File: config.mk
export PLATFORM = sky130hd
export DESIGN_NAME = dp_control_fsm
export DESIGN_NICKNAME = d
export VERILOG_FILES = /design/src/rtl/dp_control_fsm.sv
export SDC_FILE = /design/constraint.sdc
export NUM_CORES = 1
export LEC_CHECK = 0
export ABC_AREA = 1
export BUFFER_PORTS_ARGS = -buffer_cell sky130_fd_sc_hd__buf_2
export CAP_MARGIN = 40
export CORE_AREA = 2 2 39 41
export DETAILED_ROUTE_END_ITERATION = 12
export DIE_AREA = 0 0 41 43
export GPL_TIMING_DRIVEN = 0
export MAX_ROUTING_LAYER = met4
export SYNTH_ARGS = -nofsm -noshare
export SYNTH_HDL_FRONTEND = slang
export SYNTH_SLANG_ARGS = --single-unit
export TNS_END_PERCENT = 100
File: constraint.sdc
create_clock -name clk -period 1.2 [get_ports clk]
set_input_delay 0.24 -clock clk [delete_from_list [all_inputs] [get_ports clk]]
set_output_delay 0.24 -clock clk [all_outputs]
set_load 0.02 [all_outputs]
File: src/rtl/dp_control_fsm.sv
// dp_control_fsm: Moore control unit for the 8-bit summation datapath.
// Computes SUM = n + (n-1) + ... + 1 by sequencing the datapath muxes and
// register loads. It talks to the host over a four-phase start/done handshake.
//
// Ports
//   clk       rising-edge clock
//   reset     asynchronous, active-low reset
//   start     host request (level, four-phase)
//   cnt_zero  datapath status: count register == 0
//   cnt_sel   count mux: 1 = external n, 0 = decremented count
//   cnt_load  count register load enable
//   sum_sel   sum mux: 1 = constant 0, 0 = adder output (sum + cnt)
//   sum_load  sum register load enable
//   out_en    drive the sum register onto the output bus
//   busy      run in progress
//   done      result valid / handshake acknowledge
//   err       run aborted by the iteration limit
//
// Optional feature: define CU_TIMEOUT_EN to add an ITER_W-bit loop counter.
// When it is enabled, a run is forced to OUT with err=1 after MAX_ITER loop
// passes without cnt_zero. Without it, err is tied to 0 and ITER_W and
// MAX_ITER are unused.
`timescale 1ns / 1ps

module dp_control_fsm #(
  parameter int unsigned ITER_W   = 8,
  parameter int unsigned MAX_ITER = 255
) (
  input  logic clk,
  input  logic reset,
  input  logic start,
  input  logic cnt_zero,
  output logic cnt_sel,
  output logic cnt_load,
  output logic sum_sel,
  output logic sum_load,
  output logic out_en,
  output logic busy,
  output logic done,
  output logic err
);

  typedef enum logic [2:0] {
    StIdle = 3'd0,
    StInit = 3'd1,
    StTest = 3'd2,
    StLoop = 3'd3,
    StOut  = 3'd4
  } state_e;

  // Plain vector so that the unused codes 5-7 can be represented and recovered from.
  logic [2:0] state_q, state_d;
  logic       timeout_hit;

  always_ff @(posedge clk or negedge reset) begin
    if (!reset) begin
      state_q <= StIdle;
    end else begin
      state_q <= state_d;
    end
  end

  // Next-state logic
  always_comb begin
    state_d = StIdle;
    case (state_q)
      StIdle: state_d = start ? StInit : StIdle;
      StInit: state_d = StTest;
      StTest: begin
        if (cnt_zero || timeout_hit) begin
          state_d = StOut;
        end else begin
          state_d = StLoop;
        end
      end
      StLoop: state_d = StTest;
      StOut:  state_d = start ? StOut : StIdle;
      default: state_d = StIdle;
    endcase
  end

  // Moore outputs. Codes 5-7 fall through to the all-zero defaults.
  always_comb begin
    cnt_sel  = 1'b0;
    cnt_load = 1'b0;
    sum_sel  = 1'b0;
    sum_load = 1'b0;
    out_en   = 1'b0;
    busy     = 1'b0;
    done     = 1'b0;
    case (state_q)
      StInit: begin
        cnt_sel  = 1'b1;
        cnt_load = 1'b1;
        sum_sel  = 1'b1;
        sum_load = 1'b1;
        busy     = 1'b1;
      end
      StTest: busy = 1'b1;
      StLoop: begin
        // sum_sel=0 / cnt_sel=0: sum += cnt and cnt -= 1 on the same edge
        cnt_load = 1'b1;
        sum_load = 1'b1;
        busy     = 1'b1;
      end
      StOut: begin
        out_en = 1'b1;
        done   = 1'b1;
      end
      default: ;
    endcase
  end

`ifdef CU_TIMEOUT_EN
  logic [ITER_W-1:0] iter_q, iter_d;
  logic              err_q, err_d;

  assign timeout_hit = (iter_q == ITER_W'(MAX_ITER));

  always_comb begin
    iter_d = iter_q;
    err_d  = err_q;
    case (state_q)
      StInit: begin
        iter_d = '0;
        err_d  = 1'b0;
      end
      StLoop: iter_d = iter_q + 1'b1;
      // Only flag an abort; a genuine zero on the limit pass is a normal finish.
      StTest: if (!cnt_zero && timeout_hit) err_d = 1'b1;
      StOut:  if (!start) err_d = 1'b0;
      default: err_d = 1'b0;
    endcase
  end

  always_ff @(posedge clk or negedge reset) begin
    if (!reset) begin
      iter_q <= '0;
      err_q  <= 1'b0;
    end else begin
      iter_q <= iter_d;
      err_q  <= err_d;
    end
  end

  // Qualified by state so err stays a pure decode of OUT.
  assign err = err_q && (state_q == StOut);
`else
  logic unused_cfg;

  assign timeout_hit = 1'b0;
  assign err         = 1'b0;
  assign unused_cfg  = ^{ITER_W, MAX_ITER};
`endif

endmodule

### After elaboration in Yosys (flattened, before gate mapping)

Cells that the tools add are included.

| operators by class | value |
|---|---|
| equality and inequality tests | 4 |
| mux-type cells | 8 |
| reductions and logical operators | 3 |

Operators with widths:

| cell | count |
|---|---|
| $pmux W3 S4 | 1 |
| $eq A3 B2 Y1 const B | 2 |
| $mux W3 | 2 |
| $mux W1 | 5 |
| $eq A3 B1 Y1 const B | 1 |
| $eq A3 B3 Y1 const B | 1 |
| $logic_not A3 Y1 | 1 |
| $reduce_or A3 Y1 | 1 |
| $reduce_or A2 Y1 | 1 |

| word-level totals | value |
|---|---|
| flip-flop bits (word level) | 3 |
| logic and storage cells | 16 |

### Logic depth before layout (Yosys ltp)

Gate-level depths: netlist of the first run.

| logic depth | value |
|---|---|
| depth after elaboration | 3 |
| gate-level depth with buffers | 4 |
| depth with buffers taken out | 4 |

### Worst setup path before layout of the first run

No wires, ideal clock.

| timing path | value |
|---|---|
| path type | reg2out |
| from | reg state_q[1] |
| to | out out_en |
| arrival | 1.218 ns |
| data required time | 0.960 ns |
| setup slack | -0.258 ns |
| cell stages (with the launch flop) | 3 |
| buffers on the path | 1 |
| cell sequence | dfrtp_1 nor3_1 buf_4 |

| between the ends | value |
|---|---|
| cells in the longest elaborated chain, start to end | 2 |

RTL lines:

| item | line | text |
|---|---|---|
| start: declaration | 52 | `logic [2:0] state_q, state_d;` |
| start signal: assignment | 57 | `state_q <= StIdle;` |
| start signal: assignment | 59 | `state_q <= state_d;` |
| $eq A3 B3 Y1 | - |  |
| $mux W1 | - |  |
| end: declaration | 37 | `output logic out_en,` |

No other way between the ends.

### Worst setup path after layout of the first run

| timing path | value |
|---|---|
| from | reg state_q[0] |
| to | out out_en |

| between the ends | value |
|---|---|
| cells in the longest elaborated chain, start to end | 2 |

RTL lines:

| item | line | text |
|---|---|---|
| $eq A3 B3 Y1 | 91 | `case (state_q)` |
| $mux W1 | 91 |  |

No other way between the ends.

==> reports/qor.yml, run 1 <==
outcome:
  outcome: "finished with violations"
  violations: "setup timing"
timing:
  rsz0062_at_grt: "true"
  fmax_ghz: 0.750
  fin_worst_skew_ps: 1.07
  final.setup.tns_ps: -617
  hold_viol: 0
  drv_slew: 0
  worst_slack_ps: -134
  setup_viol: 7
  fin_crit_ps: 1330
  fin_crit_sh: 1.11
worst_setup_path:
  crit_family: "flip-flops"
  crit_path_cell_trace: "nor3_4 -> buf_4 -> buf_6"
  cp_slowest_cell: "dfrtp_2"
  path_class: "flip-flop to output port"
  slowest_delay_ps: 450
  crit_cells: 3
  cp-start-kind: "flip-flop"
  arrival_ps: 1090
  r2r_cells: 4
  end_kind: "output port"
  cp_max_fo: 4
  required_ps: 960
  crit_buf_inv: 2
placed_design:
  numPortBuffers: 10
  hpwl_um: 314
  gp_congestion: 0.618
  place_inst: 53
route:
  drc: 0
  drtIter0Drc: 1
  dr.pass1.iters: 2
  wirelength_um: 449
  wl_per_cell_um: 7.36
  vias: 213
  final_antenna_net_count: 0
  via_per_inst: 3.49
global_routing:
  grt_max_degree: 5
  grt_pass1_vias: 203
  grt_pass1_wl_um: 676
  overflow: 0
  grt_antenna_before_repair: 0
  grt.total_usage: 0.0650
die:
  rows: 14
  start_util: 0.139
  die_y_um: 43
  dieArea_um2: 1760
  die_x_um: 41
  core_area_um2: 1380
  boundaryPins: 12
cts:
  cts_tree: "built"
  clock-sinks: 3
  cts_buffer_depth: 2
  root_buffer: "clkbuf_4"
  clkTransAtPathRegs_ps: 30
  cts_buffers: 3
  worstSkewPairLatency_ps: 230
  htree_levels: 1
synth:
  synth.distinct_cells: 11
  ys_seq_area_frac: 0.390
  syn_nets: 31
  synth-seq-cells: 3
  synth_top_area_share: 0.390
  synth_cells: 27
  yosys_warnings: 0
  synth_area_leaders: "dfrtp_1, buf_4, nand2_1"
  syn_area_per_cell_um2: 7.14
  netlist_area_um2: 193
  synth_area_leader_cell: "dfrtp_1"
layout:
  fin_util: 0.278
  fill_cells: 161
  largestRegisters: "state_q x3"
  fin_nets: 50
  largest_reg_flops: 3
  syn2layout_area_growth_pct: 99.4
  layout.cells.non_filler: 61
  antenna_cells: 0
  drive_gt1_frac: 0.689
  regMostFlops: "state_q"
power:
  total_power_uw: 1080
  p_leak_uw: 0.000209
  ir_drop_mv: 0.533
  power_density_nw_per_um2: 2820
job:
  max_cap_violations: 0
worst_hold_path:
  hold_depth: 3
  hold_path_class: "input port to flip-flop"
where the power goes:
| group | switching (uW) | internal (uW) |
|---|---|---|
| registers | 79.5 | 151 |
| logic | 349 | 334 |
| clock network | 47.1 | 124 |
layout by cell type, fill, tap and decap left out:
cell and count:
clkbuf_4 3, nand3_1 2, nand3_2 1, nand2_4 1, dfrtp_2 2, buf_6 5, nor3_4 1, nor2_1 2
inv_2 3, conb_1 1, nand2_1 4, dlygate4sd3_1 1, nor2_4 1, buf_2 5, clkbuf_1 1, nor2_2 2
dfrtp_1 1, buf_4 7, inv_1 2
metal layers:
layer  global-route usage  routed length [um]  up-vias
met3               0.0314                  36        0
met5                    -                   0        -
met4               0.0800                   0        0
met2               0.0906                 262        6
met1               0.0519                 150       97
li1                     -                   -      110
cells by family (layout without fill, tap and decap cells):
family | after synthesis | after routing | share of synthesized area
simple gates | 14 | 14 | 0.338
buf+inv | 9 | 27 | 0.253
flops | 3 | 3 | 0.390
other cells | 1 | 1 | 0.0195
synth_stat cells:
cell	count
nor2_1	4
dfrtp_1	3
buf_4	4
nand2_1	5
inv_2	1
nand3_1	2
inv_1	4
conb_1	1
nor2_2	1
nor3_1	1
nand3_2	1
stage by stage:
| stage | setup WS [ps] | hold WS (ps) | cell area, um^2 |
|---|---|---|---|
| 3_5_place_dp | -17.5 | 39.0 | 270 |
| 4_1_cts | -141 | 261 | 355 |
| 2_1_floorplan | -52.8 | -55.6 | 200 |
| 5_1_grt | -185 | 301 | 384 |
| 3_3_place_gp | -22.2 | 38.1 | 270 |
| 6_report | -134 | 268 | 384 |
tightest hold or removal path, delay by kind of cell:
kind	cells	cell delay, ps
and+or+nand+nor	2	130
buffers and inverters	1	90
path summary, 6_finish.rpt:
kind                         endpoint  slack [ps]       start
max                            out_en        -130  state_q[0]
min                        state_q[2]         270       start
max reg2reg                state_q[2]         330  state_q[0]
min reg2reg                state_q[0]         610  state_q[2]
max in group asynchronous  state_q[0]         750       reset
min in group asynchronous  state_q[1]         340       reset
layout make-up:
cell class	instances	area [um^2]	area share
Buffer	4	33.8	0.0879
Timing Repair Buffer	14	110	0.287
Tap cell	16	20.0	0.0521
Inverter	5	18.8	0.0489
Clock buffer	4	26.3	0.0684
Multi-Input combinational cell	15	97.6	0.254
Sequential cell	3	77.6	0.202
repair_timing:
action / 4_1_cts / 5_1_grt
pin swaps: 2 / 2
hold buffers: 1 / 0
setup endpoints to repair: 7 / 7
buffers inserted: 3 / 0
resized for setup: 10 / 9
endpoints found under the hold margin: 3 / 0
No activity file was read; power rests on OpenSTA's default activity.
==> inputs of run 2 (changes only) <==
==> constraint.sdc (replaced) <==
create_clock -name clk -period 1.1 [get_ports clk]
set_input_delay 0.22 -clock clk [delete_from_list [all_inputs] [get_ports clk]]
set_output_delay 0.22 -clock clk [all_outputs]
set_load 0.02 [all_outputs]
==> run 2 against run 1 <==
Effect of this change: the flow still finishes with violations (setup timing); sequential power rose by 8%; via count fell by 0.47%; power rose by 11%; utilization rose by 0.36 points; sequential share of layout area fell by 0.26 points; die area did not move; non-clock buffer count fell by 1; clock-buffer cell count did not move; cell count fell by 1.6%; first-iteration DRC count did not move; largest cell class unchanged.
==> reports/qor.yml, run 2 (synthesized netlist as in run 1, its figures left out) <==
global_routing:
  grt_max_degree: 5  # unchanged
  grt_pass1_vias: 200  # -1.5%
  grt_antenna_before_repair: 0  # unchanged
  grt_pass1_wl_um: 710  # +5.0%
  overflow: 0  # unchanged
  grt.total_usage: 0.0671  # +0.00213
timing:
  drv_slew: 0  # unchanged
  hold_viol: 0  # unchanged
  holdWs_ps: 252  # -15.8 ps
  worst_slack_ps: -212  # -78.1 ps
  rsz0062_at_grt: "true"
  setup_viol: 7  # unchanged
  fin_worst_skew_ps: 2.93  # +1.86 ps
  fin_crit_ps: 1310
  final.setup.tns_ps: -1160  # -539 ps
  fin_crit_sh: 1.19
  fmax_ghz: 0.762
layout:
  layout.cells.non_filler: 60  # -1.6%
  drive_gt1_frac: 0.682  # -0.00707
  layout_common_cells: "buf_6, buf_4, nand2_1, buf_2, clkbuf_4"
  syn2layout_area_growth_pct: 102
  antenna_cells: 0  # unchanged
  fin_nets: 49  # -2.0%
  largestRegisters: "state_q x3"
  fin_util: 0.281  # +0.00362
  fill_cells: 148  # -8.1%
  regMostFlops: "state_q"
  final_common_cell: "buf_6"
  largest_reg_flops: 3  # unchanged
die:
  dieArea_um2: 1760  # unchanged
  core_area_um2: 1380  # unchanged
  die_y_um: 43  # unchanged
  start_util: 0.139  # unchanged
  rows: 14  # unchanged
  boundaryPins: 12  # unchanged
  die_x_um: 41  # unchanged
power:
  p_leak_uw: 0.000206  # -1.5%
  ir_drop_mv: 0.651  # +22%
  power_density_nw_per_um2: 3090  # +9.6%
  total_power_uw: 1200  # +11%
cts:
  cts_buffers: 3  # unchanged
  cts_tree: "built"
  worstSkewPairLatency_ps: 230  # about the same
  clkTransAtPathRegs_ps: 30  # about the same
  root_buffer: "clkbuf_4"
  htree_levels: 1  # unchanged
  clock-sinks: 3  # unchanged
  cts_buffer_depth: 2  # unchanged
worst_setup_path:
  required_ps: 880  # -80 ps
  crit_path_cell_trace: "inv_2 -> nand2_4 -> nor2_4 -> buf_6 -> buf_6"
  timing.rr.start: "state_q[2]"
  critPathMostFrequentCell: "buf_6"
  cp_slowest_cell: "dfrtp_1"
  path_class: "flip-flop to output port"
  cp_max_fo: 3  # -1
  slowest_delay_ps: 380  # -70 ps
  crit_family: "flip-flops"
  cp-start-kind: "flip-flop"
  startpoint: "state_q[2]"
  arrival_ps: 1090  # about the same
  end_kind: "output port"
  crit_buf_inv: 3  # +1
route:
  vias: 212  # -0.47%
  via_per_inst: 3.53  # +1.2%
  drc: 0  # unchanged
  dr.pass1.iters: 2  # unchanged
  wirelength_um: 434  # -3.3%
  drtIter0Drc: 1  # unchanged
  final_antenna_net_count: 0  # unchanged
  wl_per_cell_um: 7.23  # -1.7%
placed_design:
  hpwl_um: 351  # +12%
  numPortBuffers: 10  # unchanged
  place_inst: 53  # unchanged
  gp_congestion: 0.676  # +9.3%
worst_hold_path:
  min-delay-start: "start"
  hold_path_class: "input port to flip-flop"
job:
  max_cap_violations: 0  # unchanged
outcome:
  outcome: "finished with violations"
  violations: "setup timing"
## run 2: cell type report
cell class                      instances  area [um^2]  share of cell area
Clock buffer                            4         26.3              0.0675
Tap cell                               16         20.0              0.0514
Timing Repair Buffer                   13          105               0.270
Inverter                                5         21.3              0.0547
Buffer                                  4         41.3               0.106
Sequential cell                         3         77.6               0.199
Multi-Input combinational cell         15         97.6               0.251
## run 2: path summary, 6_finish.rpt
check / to / slack (ps) / cells after the start
setup / recovery: sum_sel / -210 / 5
hold / removal: state_q[2] / 250 / 3
setup reg to reg: state_q[0] / 200 / 4
hold reg to reg: state_q[0] / 600 / 3
max in group asynchronous: state_q[0] / 660 / 2
min in group asynchronous: state_q[1] / 310 / 2
## run 2: metal layers
layer	GRT usage	up-vias	wire length [um]
li1	-	110	-
met1	0.0521	97	133
met2	0.106	5	267
met3	0.0314	0	32
met4	0.0600	0	0
met5	-	-	0
## run 2: tightest hold or removal path: stages
cell and delay [ps]:
buf_2 90, nand3_1 70, nand2_1 60
## run 2: per-stage QoR
step           area, um^2  setup WS, ps
6_report              389          -212
5_1_grt               389          -270
4_1_cts               387          -225
3_5_place_dp          292         -78.1
3_3_place_gp          292         -76.2
2_1_floorplan         221         -50.0
## run 2: repair_timing
item | in CTS | in global routing
resized for setup | 15 | 1
setup buffers | 2 | 0
hold buffers | 1 | 0
pin swaps | 1 | 0
hold endpoints to repair | 3 | 0
setup endpoints to repair | 7 | 7
## run 2: power by group
group          switching, uW  total, uW  internal [uW]
sequential              85.1        249            164
clock                   54.2        190            136
combinational            389        764            376
total                    528       1200            676
==> inputs of run 3 (changes only) <==
==> constraint.sdc (replaced) <==
create_clock -name clk -period 1.55 [get_ports clk]
set_input_delay 0.31 -clock clk [delete_from_list [all_inputs] [get_ports clk]]
set_output_delay 0.31 -clock clk [all_outputs]
set_load 0.02 [all_outputs]
==> run 3 against run 2 <==
Effect of this change: the flow now finishes without violations; critical endpoint unchanged; critical path depth stayed put; cell count is 3.3% lower; wire length is 13% lower; die area stayed put; largest power group unchanged.
==> reports/qor.yml, run 3 (synthesized netlist as in run 1, its figures left out) <==
layout:
  final_common_cell: "buf_2"
  largest_reg_flops: 3  # unchanged
  drive_gt1_frac: 0.524  # -0.158
  layout_common_cells: "buf_2, nand2_1, buf_4"
  fin_nets: 47  # -4.1%
  largestRegisters: "state_q x3"
  syn2layout_area_growth_pct: 56.5
  regMostFlops: "state_q"
  antenna_cells: 0  # unchanged
worst_setup_path:
  arrival_ps: 1180  # +90 ps
  r2r_slack_ps: 720  # +520 ps
  timing.rr.start: "state_q[1]"
  cp-start-kind: "flip-flop"
  cp_max_fo: 4  # +1
  path_class: "flip-flop to output port"
  r2r_cells: 3  # -1
  end_kind: "output port"
  startpoint: "state_q[2]"
  required_ps: 1240  # +360 ps
  timing.critical_path.to: "sum_sel"
  r2r_end: "state_q[0]"
timing:
  fin_worst_skew_ps: 1.12  # -1.81 ps
  fin_crit_ps: 1490
  drv_slew: 0  # unchanged
  hold_viol: 0  # unchanged
  fin_crit_sh: 0.964
  final.setup.tns_ps: 0  # +1160 ps
  fmax_ghz: 0.670
  worst_slack_ps: 56.5  # +268 ps
  setup_viol: 0  # -7
  rsz0062_at_grt: "true"
power:
  power.net_switching_uw: 300  # -43%
  p_leak_uw: 0.000187  # -9.1%
  clkPwrFrac: 0.205  # +0.047
  sequentialPowerShare: 0.239  # +0.032
  netSwitchingFraction: 0.464  # +0.0258
  power_density_nw_per_um2: 2140  # -31%
  internal_power_uw: 346  # -49%
  ir_drop_mv: 0.439  # -33%
  power_frac_comb: 0.556  # -0.079
cts:
  cts_buffers: 3  # unchanged
  cts_tree: "built"
  clock-sinks: 3  # unchanged
  cts_buffer_depth: 2  # unchanged
  root_buffer: "clkbuf_4"
  worstSkewPairLatency_ps: 220  # about the same
  htree_levels: 1  # unchanged
  clkTransAtPathRegs_ps: 40  # about the same
die:
  die_y_um: 43  # unchanged
  start_util: 0.139  # unchanged
  die_x_um: 41  # unchanged
  boundaryPins: 12  # unchanged
  core_area_um2: 1380  # unchanged
  dieArea_um2: 1760  # unchanged
  rows: 14  # unchanged
route:
  final_antenna_net_count: 0  # unchanged
  drc: 0  # unchanged
  vias: 192  # -9.4%
  wl_per_cell_um: 6.52  # -9.9%
  wirelength_um: 378  # -13%
  dr.pass1.iters: 2  # unchanged
  via_per_inst: 3.31  # -6.3%
  drtIter0Drc: 1  # unchanged
global_routing:
  grt_pass1_vias: 188  # -6.0%
  grt_max_degree: 6  # +1
  grt_pass1_wl_um: 662  # -6.8%
  use_met3: 0.0471  # +0.0157
  overflow: 0  # unchanged
  top_usage_layer: "met2"
  grt_util_met1: 0.0554  # +0.00326
  grt.total_usage: 0.0589  # -0.00826
  grtUsageMet2: 0.0875  # -0.0188
  grt_antenna_before_repair: 0  # unchanged
placed_design:
  hpwl_um: 304  # -14%
  gp_congestion: 0.604  # -11%
  numPortBuffers: 10  # unchanged
  place_ws_ps: 281  # +359 ps
job:
  max_cap_violations: 0  # unchanged
worst_hold_path:
  hold_path_class: "input port to flip-flop"
outcome:
  outcome: "finished clean"
==> run 3: cell count changes in the layout (fill, tap and decap cells not counted), sizes merged <==
cell	delta
buf	-2
==> run 3: layer usage <==
metal  vias to the layer above  part of all wire
li1                        105                 -
met1                        82              0.40
met2                         5              0.51
met3                         0             0.093
met4                         0                 0
met5                         -                 0
==> run 3: how the worst min path moves through the flow <==
stage | startpoint | endpoint | slack [ps] | depth (start not counted)
after floorplan | reset | state_q[0] | 10 | 0
after global placement | reset | state_q[1] | 110 | 1
after detailed placement | reset | state_q[1] | 110 | 1
after CTS | start | state_q[2] | 320 | 3
after global routing | start | state_q[2] | 350 | 3
final | start | state_q[2] | 330 | 3
==> run 3: critical path, stage by stage (launching register included) <==
cell and delay, ps:
dfrtp_1 410, inv_2 80, nand2_1 90, nor2_2 120
buf_4 110, buf_2 150
==> run 3: final cells by class <==
cell class	instances	area (um^2)
Fill cell	153	1080
Sequential cell	3	75.1
Multi-Input combinational cell	15	71.3
Timing Repair Buffer	11	60.1
Buffer	4	30.0
Clock buffer	4	26.3
Tap cell	16	20.0
Inverter	5	18.8
==> run 3: per-stage QoR <==
| stage | utilization | area (um^2) | instances | hold slack [ps] | total power [uW] |
|---|---|---|---|---|---|
| 3_5_place_dp | 0.190 | 263 | 53 | 107 | 507 |
| 5_1_grt | 0.218 | 302 | 58 | 346 | 718 |
| 3_3_place_gp | 0.190 | 263 | 53 | 108 | 504 |
| 2_1_floorplan | - | 193 | 27 | 14.4 | 407 |
| 4_1_cts | 0.216 | 299 | 58 | 323 | 653 |
| 6_report | 0.218 | 302 | 58 | 332 | 647 |
==> run 3: timing repair <==
item	4_1_cts	5_1_grt
resized for setup	0	2
hold endpoints to repair	3	0
setup endpoints to repair	0	3
hold buffers	1	0
buffers inserted	0	0
==> run 3: power by group through the flow <==
stage	Clock, uW	Combinational (uW)	Sequential [uW]
after floorplan	0	264	144
after global placement	0	353	151
after detailed placement	0	357	151
after CTS	143	360	150
after global routing	151	402	165
final	133	360	154
